## config.mk

```make
export PLATFORM = sky130hd
export DESIGN_NAME = alu_seq_flat
export DESIGN_NICKNAME = d
export VERILOG_FILES = /design/src/rtl/alu_seq_if.sv /design/src/rtl/alu_seq.sv /design/src/flat_wrapper.sv
export SDC_FILE = /design/constraint.sdc
export NUM_CORES = 1
export LEC_CHECK = 0
export CAP_MARGIN = 40
export CELL_PAD_IN_SITES_DETAIL_PLACEMENT = 0
export CELL_PAD_IN_SITES_GLOBAL_PLACEMENT = 2
export CORE_UTILIZATION = 44
export CTS_CLUSTER_SIZE = 20
export DETAILED_ROUTE_END_ITERATION = 7
export DONT_BUFFER_PORTS = 1
export GPL_TIMING_DRIVEN = 0
export HOLD_SLACK_MARGIN = 0.06
export PLACE_DENSITY_LB_ADDON = 0.1
export SETUP_SLACK_MARGIN = 0.2
export SYNTH_ARGS = -nofsm -noshare
export SYNTH_HDL_FRONTEND = slang
export SYNTH_SLANG_ARGS = --single-unit
```

## constraint.sdc

```tcl
create_clock -name clk -period 4.1 [get_ports clk]
set_input_delay 0.82 -clock clk [delete_from_list [all_inputs] [get_ports clk]]
set_output_delay 0.82 -clock clk [all_outputs]
set_load 0.01 [all_outputs]
```

## src/rtl/alu_seq_if.sv

```systemverilog
// Request/response and ALU-side bus of the alu_seq execution sequencer.
// slave = sequencer view, master = issuer + ALU view.
interface alu_seq_if #(
    parameter int DW = 16
);
    logic              req_valid;
    logic              req_ready;
    logic              req_func2;
    logic [2:0]        req_func;
    logic [2*DW-1:0]   req_a;
    logic [2*DW-1:0]   req_b;
    logic              req_wide;
    logic              req_use_c;

    logic [DW-1:0]     alu_a;
    logic [DW-1:0]     alu_b;
    logic              alu_cin;
    logic [2:0]        alu_func;
    logic              alu_func2;
    logic [DW-1:0]     alu_out;
    logic              alu_c;
    logic              alu_z;
    logic              alu_v;
    logic              alu_s;

    logic              rsp_valid;
    logic              rsp_ready;
    logic [2*DW-1:0]   rsp_data;

    logic              flag_c;
    logic              flag_z;
    logic              flag_v;
    logic              flag_s;

    modport slave (
        input  req_valid, req_func2, req_func, req_a, req_b, req_wide, req_use_c,
        output req_ready,
        output alu_a, alu_b, alu_cin, alu_func, alu_func2,
        input  alu_out, alu_c, alu_z, alu_v, alu_s,
        output rsp_valid, rsp_data,
        input  rsp_ready,
        output flag_c, flag_z, flag_v, flag_s
    );

    modport master (
        output req_valid, req_func2, req_func, req_a, req_b, req_wide, req_use_c,
        input  req_ready,
        input  alu_a, alu_b, alu_cin, alu_func, alu_func2,
        output alu_out, alu_c, alu_z, alu_v, alu_s,
        input  rsp_valid, rsp_data,
        output rsp_ready,
        input  flag_c, flag_z, flag_v, flag_s
    );
endinterface

```

## src/rtl/alu_seq.sv

```systemverilog
// Execution-stage sequencer: runs narrow ops in one ALU pass, wide ops in two chained passes.
// Optional flag write port enabled by defining PSW_WRITE_PORT_EN.
module alu_seq #(
    parameter int DW = 16
) (
    input  logic       clk,
    input  logic       rst_n,
`ifdef PSW_WRITE_PORT_EN
    input  logic       psw_we,
    input  logic [3:0] psw_wdata,
`endif
    alu_seq_if.slave   bus
);

    typedef enum logic [1:0] {
        IDLE = 2'd0,
        LO   = 2'd1,
        HI   = 2'd2,
        RESP = 2'd3
    } state_t;

    state_t          state, state_next;

    logic            op_func2;
    logic [2:0]      op_func;
    logic [2*DW-1:0] op_a;
    logic [2*DW-1:0] op_b;
    logic            op_wide;
    logic            op_use_c;
    logic            carry_lo;
    logic            z_lo;
    logic [DW-1:0]   res_lo;
    logic [DW-1:0]   res_hi;
    logic [3:0]      flags;     // {c, z, v, s}

    logic            accept;
    logic            commit;
    logic            wide_eff;
    logic [3:0]      flags_new;

    // Only add/sub/logic codes chain across words; everything else runs narrow.
    assign wide_eff = bus.req_wide && !bus.req_func2 && (bus.req_func <= 3'b100);
    assign accept   = (state == IDLE) && bus.req_valid;
    assign commit   = ((state == LO) && !op_wide) || (state == HI);

    always_comb begin
        // NOTE: every output gets a default first so no path through the case infers a latch.
        state_next    = state;
        bus.req_ready = 1'b0;
        bus.rsp_valid = 1'b0;
        bus.alu_a     = '0;
        bus.alu_b     = '0;
        bus.alu_cin   = 1'b0;
        bus.alu_func  = 3'b111;
        bus.alu_func2 = 1'b0;
        case (state)
            IDLE: begin
                bus.req_ready = 1'b1;
                if (bus.req_valid) state_next = LO;
            end
            LO: begin
                bus.alu_a     = op_a[DW-1:0];
                bus.alu_b     = op_b[DW-1:0];
                bus.alu_cin   = op_use_c & flags[3];
                bus.alu_func  = op_func;
                bus.alu_func2 = op_func2;
                state_next    = op_wide ? HI : RESP;
            end
            HI: begin
                bus.alu_a     = op_a[2*DW-1:DW];
                bus.alu_b     = op_b[2*DW-1:DW];
                bus.alu_cin   = carry_lo;
                bus.alu_func  = op_func;
                bus.alu_func2 = op_func2;
                state_next    = RESP;
            end
            RESP: begin
                bus.rsp_valid = 1'b1;
                if (bus.rsp_ready) state_next = IDLE;
            end
            default: state_next = IDLE;
        endcase
    end

    // Flags from the final pass; zero spans both words on a wide op, shifts never set C/V.
    always_comb begin
        flags_new[3] = bus.alu_c & ~op_func2;
        flags_new[2] = (state == HI) ? (z_lo & bus.alu_z) : bus.alu_z;
        flags_new[1] = bus.alu_v & ~op_func2;
        flags_new[0] = bus.alu_s;
    end

    // NOTE: all sequential state uses non-blocking assignment so every register samples pre-edge values.
    always_ff @(posedge clk or negedge rst_n) begin
        if (!rst_n) begin
            state    <= IDLE;
            op_func2 <= 1'b0;
            op_func  <= '0;
            op_a     <= '0;
            op_b     <= '0;
            op_wide  <= 1'b0;
            op_use_c <= 1'b0;
            carry_lo <= 1'b0;
            z_lo     <= 1'b0;
            res_lo   <= '0;
            res_hi   <= '0;
            flags    <= '0;
        end else begin
            state <= state_next;
            if (accept) begin
                op_func2 <= bus.req_func2;
                op_func  <= bus.req_func;
                op_a     <= bus.req_a;
                op_b     <= bus.req_b;
                op_wide  <= wide_eff;
                op_use_c <= bus.req_use_c;
            end
            if (state == LO) begin
                res_lo   <= bus.alu_out;
                res_hi   <= '0;
                carry_lo <= bus.alu_c;
                z_lo     <= bus.alu_z;
            end
            if (state == HI) res_hi <= bus.alu_out;
            if (commit) begin
                flags <= flags_new;
`ifdef PSW_WRITE_PORT_EN
            end else if (psw_we) begin
                flags <= psw_wdata;
`endif
            end
        end
    end

    assign bus.rsp_data = {res_hi, res_lo};
    assign bus.flag_c   = flags[3];
    assign bus.flag_z   = flags[2];
    assign bus.flag_v   = flags[1];
    assign bus.flag_s   = flags[0];

endmodule

```

## src/flat_wrapper.sv

```systemverilog
// flat-port wrapper written by rule: the top's interface ports become plain ports
module alu_seq_flat 
#(
    parameter int DW = 16
)
  (clk, rst_n, bus_req_valid, bus_req_func2, bus_req_func, bus_req_a, bus_req_b, bus_req_wide, bus_req_use_c, bus_req_ready, bus_alu_a, bus_alu_b, bus_alu_cin, bus_alu_func, bus_alu_func2, bus_alu_out, bus_alu_c, bus_alu_z, bus_alu_v, bus_alu_s, bus_rsp_valid, bus_rsp_data, bus_rsp_ready, bus_flag_c, bus_flag_z, bus_flag_v, bus_flag_s);
  alu_seq_if #(.DW(DW)) bus_i ();
  input  logic clk;
  input  logic rst_n;
  input wire logic [$bits(bus_i.req_valid)-1:0] bus_req_valid;
  input wire logic [$bits(bus_i.req_func2)-1:0] bus_req_func2;
  input wire logic [$bits(bus_i.req_func)-1:0] bus_req_func;
  input wire logic [$bits(bus_i.req_a)-1:0] bus_req_a;
  input wire logic [$bits(bus_i.req_b)-1:0] bus_req_b;
  input wire logic [$bits(bus_i.req_wide)-1:0] bus_req_wide;
  input wire logic [$bits(bus_i.req_use_c)-1:0] bus_req_use_c;
  output wire logic [$bits(bus_i.req_ready)-1:0] bus_req_ready;
  output wire logic [$bits(bus_i.alu_a)-1:0] bus_alu_a;
  output wire logic [$bits(bus_i.alu_b)-1:0] bus_alu_b;
  output wire logic [$bits(bus_i.alu_cin)-1:0] bus_alu_cin;
  output wire logic [$bits(bus_i.alu_func)-1:0] bus_alu_func;
  output wire logic [$bits(bus_i.alu_func2)-1:0] bus_alu_func2;
  input wire logic [$bits(bus_i.alu_out)-1:0] bus_alu_out;
  input wire logic [$bits(bus_i.alu_c)-1:0] bus_alu_c;
  input wire logic [$bits(bus_i.alu_z)-1:0] bus_alu_z;
  input wire logic [$bits(bus_i.alu_v)-1:0] bus_alu_v;
  input wire logic [$bits(bus_i.alu_s)-1:0] bus_alu_s;
  output wire logic [$bits(bus_i.rsp_valid)-1:0] bus_rsp_valid;
  output wire logic [$bits(bus_i.rsp_data)-1:0] bus_rsp_data;
  input wire logic [$bits(bus_i.rsp_ready)-1:0] bus_rsp_ready;
  output wire logic [$bits(bus_i.flag_c)-1:0] bus_flag_c;
  output wire logic [$bits(bus_i.flag_z)-1:0] bus_flag_z;
  output wire logic [$bits(bus_i.flag_v)-1:0] bus_flag_v;
  output wire logic [$bits(bus_i.flag_s)-1:0] bus_flag_s;
  assign bus_i.req_valid = bus_req_valid;
  assign bus_i.req_func2 = bus_req_func2;
  assign bus_i.req_func = bus_req_func;
  assign bus_i.req_a = bus_req_a;
  assign bus_i.req_b = bus_req_b;
  assign bus_i.req_wide = bus_req_wide;
  assign bus_i.req_use_c = bus_req_use_c;
  assign bus_req_ready = bus_i.req_ready;
  assign bus_alu_a = bus_i.alu_a;
  assign bus_alu_b = bus_i.alu_b;
  assign bus_alu_cin = bus_i.alu_cin;
  assign bus_alu_func = bus_i.alu_func;
  assign bus_alu_func2 = bus_i.alu_func2;
  assign bus_i.alu_out = bus_alu_out;
  assign bus_i.alu_c = bus_alu_c;
  assign bus_i.alu_z = bus_alu_z;
  assign bus_i.alu_v = bus_alu_v;
  assign bus_i.alu_s = bus_alu_s;
  assign bus_rsp_valid = bus_i.rsp_valid;
  assign bus_rsp_data = bus_i.rsp_data;
  assign bus_i.rsp_ready = bus_rsp_ready;
  assign bus_flag_c = bus_i.flag_c;
  assign bus_flag_z = bus_i.flag_z;
  assign bus_flag_v = bus_i.flag_v;
  assign bus_flag_s = bus_i.flag_s;
  alu_seq #(.DW(DW)) u_core (.clk(clk), .rst_n(rst_n), .bus(bus_i));
endmodule
```

==> results by group, run 1 <==
Global routing
  – Initial antenna violation count: 0
  – Largest net degree at the start of global routing: 111
  – Vias in the first global route: 2898
  – First-pass GRT wire length: 15.8 mm
  – GR Overflow Total: 0
  – GRT Util Overall: 18.9%

Critical path
  – Worst path required time: 3280 ps
  – Setup crit start kind: flop
  – CP Capture Type: output port
  – Reg2reg start: u_core.state[0]
  – Crit path max-delay family: buffers and inverters
  – Arr. time, crit path: 2080 ps
  – Slowest stage delay, CP: 410 ps
  – Worst-case reg-to-reg path depth: 5
  – Largest fanout on the critical path: 10
  – WP depth: 7
  – Critical path endpoint: bus_alu_b[0]
  – Worst Setup SP: u_core.state[0]
  – Crit path max-delay cell type: dfrtp_1
  – Most Frequent Cell on Critical Path: buf_6
  – Crit Path Category: reg -> out
  – Critical R2R Capture: u_core.op_b[23]
  – Reg2reg setup slack: 2240 ps
  – Critical path cell sequence: inv_1 -> ha_1 -> buf_6 -> and2_4 -> buf_6 -> buf_6 -> a22o_1
  – Number of buffers and inverters on the critical path: 4

STA
  – Fin crit share: 70.7%
  – # setup viols final: 0
  – F_max: 345 MHz
  – Final Worst Setup Slack: 1200 ps
  – RSZ-0062 raised after global routing: false
  – Slew @ Worst Pin: 469 ps
  – Max-Slew Margin vs Limit: 68.8%
  – Final hold violation count: 0
  – Setup TNS: 0 ps
  – Final max-slew violation count: 0
  – Fin crit period: 2900 ps
  – Skew final: 11.3 ps

Pwr
  – Pwr/cell area: 827 nW/um^2
  – Total Power: 4.15 mW
  – Maximum vdd drop: 0.308 mV
  – Lkg Pwr: 2.18 nW

Layout
  – P&R area growth vs syn: 7.69%
  – Layout cell share with drive strength beyond 1: 16.5%
  – Final instance area: 5010 um^2
  – Non-filler cells, final: 488
  – Fill cell count: 947
  – Nets: 448
  – Ant diodes: 0

Die
  – Die Span Y: 105 um
  – Die width: 105 um
  – # rows: 37
  – Initial Util: 45.3%
  – Die ar.: 11000 um^2
  – Area of the core: 10300 um^2
  – I/O Pins: 169

Synthesis
  – Register area share after synthesis: 59.1%
  – Cell with the most instances after synthesis: dfrtp_1
  – Seq cells post-synth: 110
  – Largest family of logic cells by synthesized area: multiplexers
  – Synth top area cells: dfrtp_1, mux2_1, a22o_1, mux2_2, o21ai_0
  – Netlist Area Pre-Place: 4650 um^2
  – Post-synthesis cell type count: 23
  – Mux contribution to synthesized area: 22.4%
  – Syn_nets: 437
  – Area leader, netlist: dfrtp_1
  – Post-synthesis xor/xnor area fraction: 0%
  – Post-synth top area share: 59.1%
  – Top_reg_cell synth: dfrtp_1
  – Post-synth ARST share: 100%
  – Synthesized netlist cell count: 337
  – Syn avg cell area: 13.8 um^2
  – Complex-gate fraction of the synthesized area: 8.39%
  – Ys Warns: 0
  – Post-synth EDFFs: 0
  – Adder-Cell Fraction of Synth Area: 1.61%
  – Post-synthesis simple-gate area fraction: 3.71%
  – Most frequent cells after synthesis: dfrtp_1, mux2_1, a22o_1

Min path
  – Hold Path Class: in -> async

Placed design
  – Dpl cell area: 4820 um^2
  – Routability cong.: 0.737
  – Detailed-placement wirelength estimate: 7.07 mm
  – Port Buffers: 0
  – Pre-CTS WS: 1570 ps
  – # placed instances: 473

Clock tree
  – Clock Pin Slew Worst Setup and Hold Paths: 100 ps
  – CTS resizes: 0
  – Sink Count: 110
  – H-tree Lvls: 3
  – Skew-Pair Late Insertion Delay: 370 ps
  – Post CTS Setup Buffer Count: 0
  – CTS tree: built
  – CTS Buf Count: 9
  – CTS max path bufs: 2
  – Root Buffer: clkbuf_8
  – Hold_buf cts: 0

Drt
  – Pre-Repair DR Iteration Count: 4
  – DRT antenna net count: 0
  – Drt drc: 0
  – Vias: 2693
  – DR vias/cell: 5.52
  – Routed len/inst: 20.4 um
  – Total routed wirelength: 9.94 mm
  – Initial drt markers: 83

Status
  – Outcome: finished clean

Run
  – Total of max-cap violations: 0
cell usage in the layout (no fill, tap or decap), types with 2 or more instances in the layout:
| cell type | count |
|---|---|
| nor2b_1 | 4 |
| inv_1 | 20 |
| dfrtp_1 | 110 |
| clkinvlp_4 | 2 |
| nand2b_1 | 3 |
| ha_1 | 6 |
| buf_2 | 16 |
| clkbuf_8 | 9 |
| buf_6 | 5 |
| a22o_1 | 32 |
| o21ai_1 | 2 |
| and2_1 | 2 |
| mux2i_1 | 2 |
| mux2_1 | 70 |
| clkbuf_1 | 2 |
| nand3_1 | 16 |
| o21ai_0 | 17 |
| nand2_1 | 3 |
| mux2_2 | 21 |
| clkinv_2 | 2 |
registers in the layout (all words and copies together) (netlist names):
name,flops
u_core.flags,4
u_core.op_use_c,1
u_core.z_lo,1
u_core.op_func2,1
u_core.res_hi,16
u_core.state,2
u_core.op_func,3
u_core.op_a,32
u_core.carry_lo,1
u_core.res_lo,16
u_core.op_wide,1
u_core.op_b,32
layer usage:
layer,global-route usage [%],share of wire [%]
met1,23.3,42
met2,31.1,49
met3,5.24,6.9
met4,8.55,2.2
met5,0,0
area by class of cell:
cell class	count	area [um^2]	area share (%)
sequential	110	2750	54.9
multi-input combinational	184	1680	33.6
tap	136	170	3.39
buffer	23	144	2.87
clock buffer	9	124	2.47
inverter	20	75.1	1.50
clock inverter	6	63.8	1.27
per-stage QoR:
step                      hold slack (ps)  util [%]
final                                 136      48.8
after global routing                  110      48.8
after CTS                             116      48.8
after detailed placement              476      46.9
after global placement                466      46.9
after floorplan                       455         -
how the worst min path moves through the flow:
| stage | endpoint | depth (start not counted) | slack, ps |
|---|---|---|---|
| after floorplan | u_core.op_func[0] | 1 | 460 |
| after global placement | u_core.op_func[1] | 1 | 470 |
| after detailed placement | u_core.op_func[1] | 1 | 480 |
| after CTS | u_core.op_a[1] | 0 | 120 |
| after global routing | u_core.op_a[1] | 0 | 110 |
| final | u_core.op_a[1] | 0 | 140 |
cells by family after synthesis:
kind of cell / after synthesis
AO/OA/AOI/OAI: 53
multiplexers: 93
buffers and inverters: 43
AND/OR/NAND/NOR: 32
adder cells (fa/ha/maj): 6
flip-flops: 110
power breakdown:
part | internal [mW] | switching [mW] | leakage, nW
Combinational | 0.728 | 0.835 | 0.758
Sequential | 1.60 | 0.344 | 1.33
Clock | 0.278 | 0.364 | 0.0911
worst register-to-register path, stage by stage, from the launching register on:
cell and delay (ps):
dfrtp_1 410, inv_1 110, ha_1 290, nand2_1 250, buf_2 340, mux2_1 360
(Power assumes the default switching activity.)
==> run 2: changes to the inputs <==
--- a/config.mk
+++ b/config.mk
@@ -8,7 +8,7 @@
 export CAP_MARGIN = 40
 export CELL_PAD_IN_SITES_DETAIL_PLACEMENT = 0
 export CELL_PAD_IN_SITES_GLOBAL_PLACEMENT = 2
-export CORE_UTILIZATION = 44
+export CORE_UTILIZATION = 36
 export CTS_CLUSTER_SIZE = 20
 export DETAILED_ROUTE_END_ITERATION = 7
 export DONT_BUFFER_PORTS = 1
==> constraint.sdc (replaced) <==
create_clock -name clk -period 2.4 [get_ports clk]
set_input_delay 0.48 -clock clk [delete_from_list [all_inputs] [get_ports clk]]
set_output_delay 0.48 -clock clk [all_outputs]
set_load 0.01 [all_outputs]
==> run 2 against run 1 <==
Compared with the run above: the run now ends with negative hold slack left; total power grew 110%; combinational power grew 150%; cell count grew 13%; global-route usage shrank 1.7 points; routed wire length grew 12%; worst setup slack lost 1100 ps; critical path type unchanged; critical endpoint is now bus_alu_a[10]; largest cell class unchanged.
==> results by group, run 2 (synthesis gave the netlist of run 1 again) <==
Die
  – I/O Pins: 169
  – Initial Util: 36.9%
  – Die Span Y: 116 um
  – Area of the core: 12600 um^2
  – Die width: 116 um
  – Die ar.: 13400 um^2
  – # rows: 41

Global routing
  – Largest net degree at the start of global routing: 111
  – Initial antenna violation count: 2
  – Vias in the first global route: 2923
  – First-pass GRT wire length: 16.7 mm
  – GRT Util Overall: 17.2%
  – GR Overflow Total: 0

Clock tree
  – CTS tree: built
  – Root Buffer: clkbuf_16
  – CTS Buf Count: 9
  – Skew-Pair Late Insertion Delay: 350 ps
  – CTS max path bufs: 2
  – Clock Pin Slew Worst Setup and Hold Paths: 70 ps
  – H-tree Lvls: 3
  – Sink Count: 110

Layout
  – Util after Layout: 46.1%
  – Commonest non-fill, non-tap cell in the layout: dfrtp_1
  – Most frequent cells in the layout: dfrtp_1, mux2_1, a22o_4, mux2_2, inv_1
  – Final instance area: 5820 um^2
  – Non-filler cells, final: 549
  – Layout cell share with drive strength beyond 1: 28.8%
  – Nets: 470
  – P&R area growth vs syn: 25.0%
  – Largest regs: u_core.op_a: 32 flops, u_core.op_b: 32 flops
  – Fill cell count: 1186

Drt
  – Total routed wirelength: 11.2 mm
  – DR vias/cell: 5.06
  – Routed len/inst: 20.3 um
  – DRT antenna net count: 0
  – Pre-Repair DR Iteration Count: 4
  – Drt drc: 0
  – Vias: 2779
  – Initial drt markers: 65

Placed design
  – Routability cong.: 0.676
  – Detailed-placement wirelength estimate: 7.36 mm
  – Dpl cell area: 4870 um^2
  – Port Buffers: 0
  – # placed instances: 509

Critical path
  – Worst path required time: 1920 ps
  – Crit Path Category: reg -> out
  – Setup crit start kind: flop
  – Arr. time, crit path: 1860 ps
  – CP Capture Type: output port
  – Largest fanout on the critical path: 7

Status
  – Failing checks: negative hold slack
  – Outcome: finished with violations

Run
  – Total of max-cap violations: 0

STA
  – F_max: 428 MHz
  – Hold WS: -178 ps
  – Fin crit share: 97.3%
  – Final hold violation count: 110
  – Skew final: 5.10 ps
  – Setup TNS: 0 ps
  – Final max-slew violation count: 0
  – RSZ-0062 raised after global routing: true
  – Max-Slew Margin vs Limit: 70.5%
  – Slew @ Worst Pin: 442 ps
  – Fin crit period: 2340 ps
  – # setup viols final: 0

Pwr
  – Maximum vdd drop: 0.518 mV
  – Pwr/cell area: 1530 nW/um^2
  – Lkg Pwr: 2.55 nW
  – Total Power: 8.88 mW

Min path
  – Hold Path Class: in -> async
[run 2: changes by cell type in the layout (fill, tap and decap cells not counted), sizes merged]
cell,delta
diode,+2
clkinvlp,-2
clkinv,-1
bufinv,+1
buf,+20
clkbuf,+5
[run 2: layer usage]
metal / global-route usage [%] / share of wire (%)
met1: 21.9 / 43
met3: 5.33 / 6.7
met5: 0 / 0
met4: 6.32 / 1.5
met2: 27.7 / 48
[run 2: final timing paths]
kind,cells after the start,slack [ps],start,end
setup reg to reg,8,560,u_core.state[1],u_core.res_lo[15]
max in group asynchronous,0,2440,rst_n,u_core.res_hi[6]
setup / recovery,8,60,u_core.state[1],bus_alu_a[10]
min in group clk,1,260,bus_req_b[7],u_core.op_b[7]
hold reg to reg,1,480,u_core.op_func[2],u_core.op_func[2]
hold / removal,0,-180,rst_n,u_core.op_b[7]
[run 2: layout make-up]
cell class	count	area, um^2	share of cell area (%)
Antenna cell	2	5.00	0.0860
Buffer	22	248	4.26
Clock buffer	12	246	4.24
Clock inverter	4	70.1	1.20
Inverter	20	75.1	1.29
Multi-Input combinational cell	184	1900	32.7
Sequential cell	110	2750	47.3
Tap cell	172	215	3.70
Timing Repair Buffer	23	303	5.20
[run 2: power by group]
| part | internal [mW] | switching (mW) | leakage (nW) |
|---|---|---|---|
| clock network | 0.941 | 0.646 | 0.157 |
| registers | 2.74 | 0.673 | 1.33 |
| logic | 2.16 | 1.72 | 1.06 |
[run 2: timing repair]
action                     CTS  global route
gates cloned                 4             2
pin swaps                   29             6
resized for setup           62             3
setup endpoints to repair   33            33
hold endpoints to repair   110           110
setup buffers               14             3
[run 2: worst max-delay path: stages, from the launching register on]
cell and delay, ps:
dfrtp_1 370, inv_2 70, buf_6 120, ha_4 140, buf_6 110, and2_4 150, buf_12 150, buf_12 140
a22o_4 260
[run 2: metrics by stage]
| stage | setup slack, ps | hold WS (ps) |
|---|---|---|
| 3_5_place_dp | 191 | 187 |
| 6_report | 65.0 | -178 |
| 3_3_place_gp | 190 | 188 |
| 4_1_cts | 35.3 | -196 |
| 5_1_grt | 7.23 | -203 |
| 2_1_floorplan | 365 | 184 |
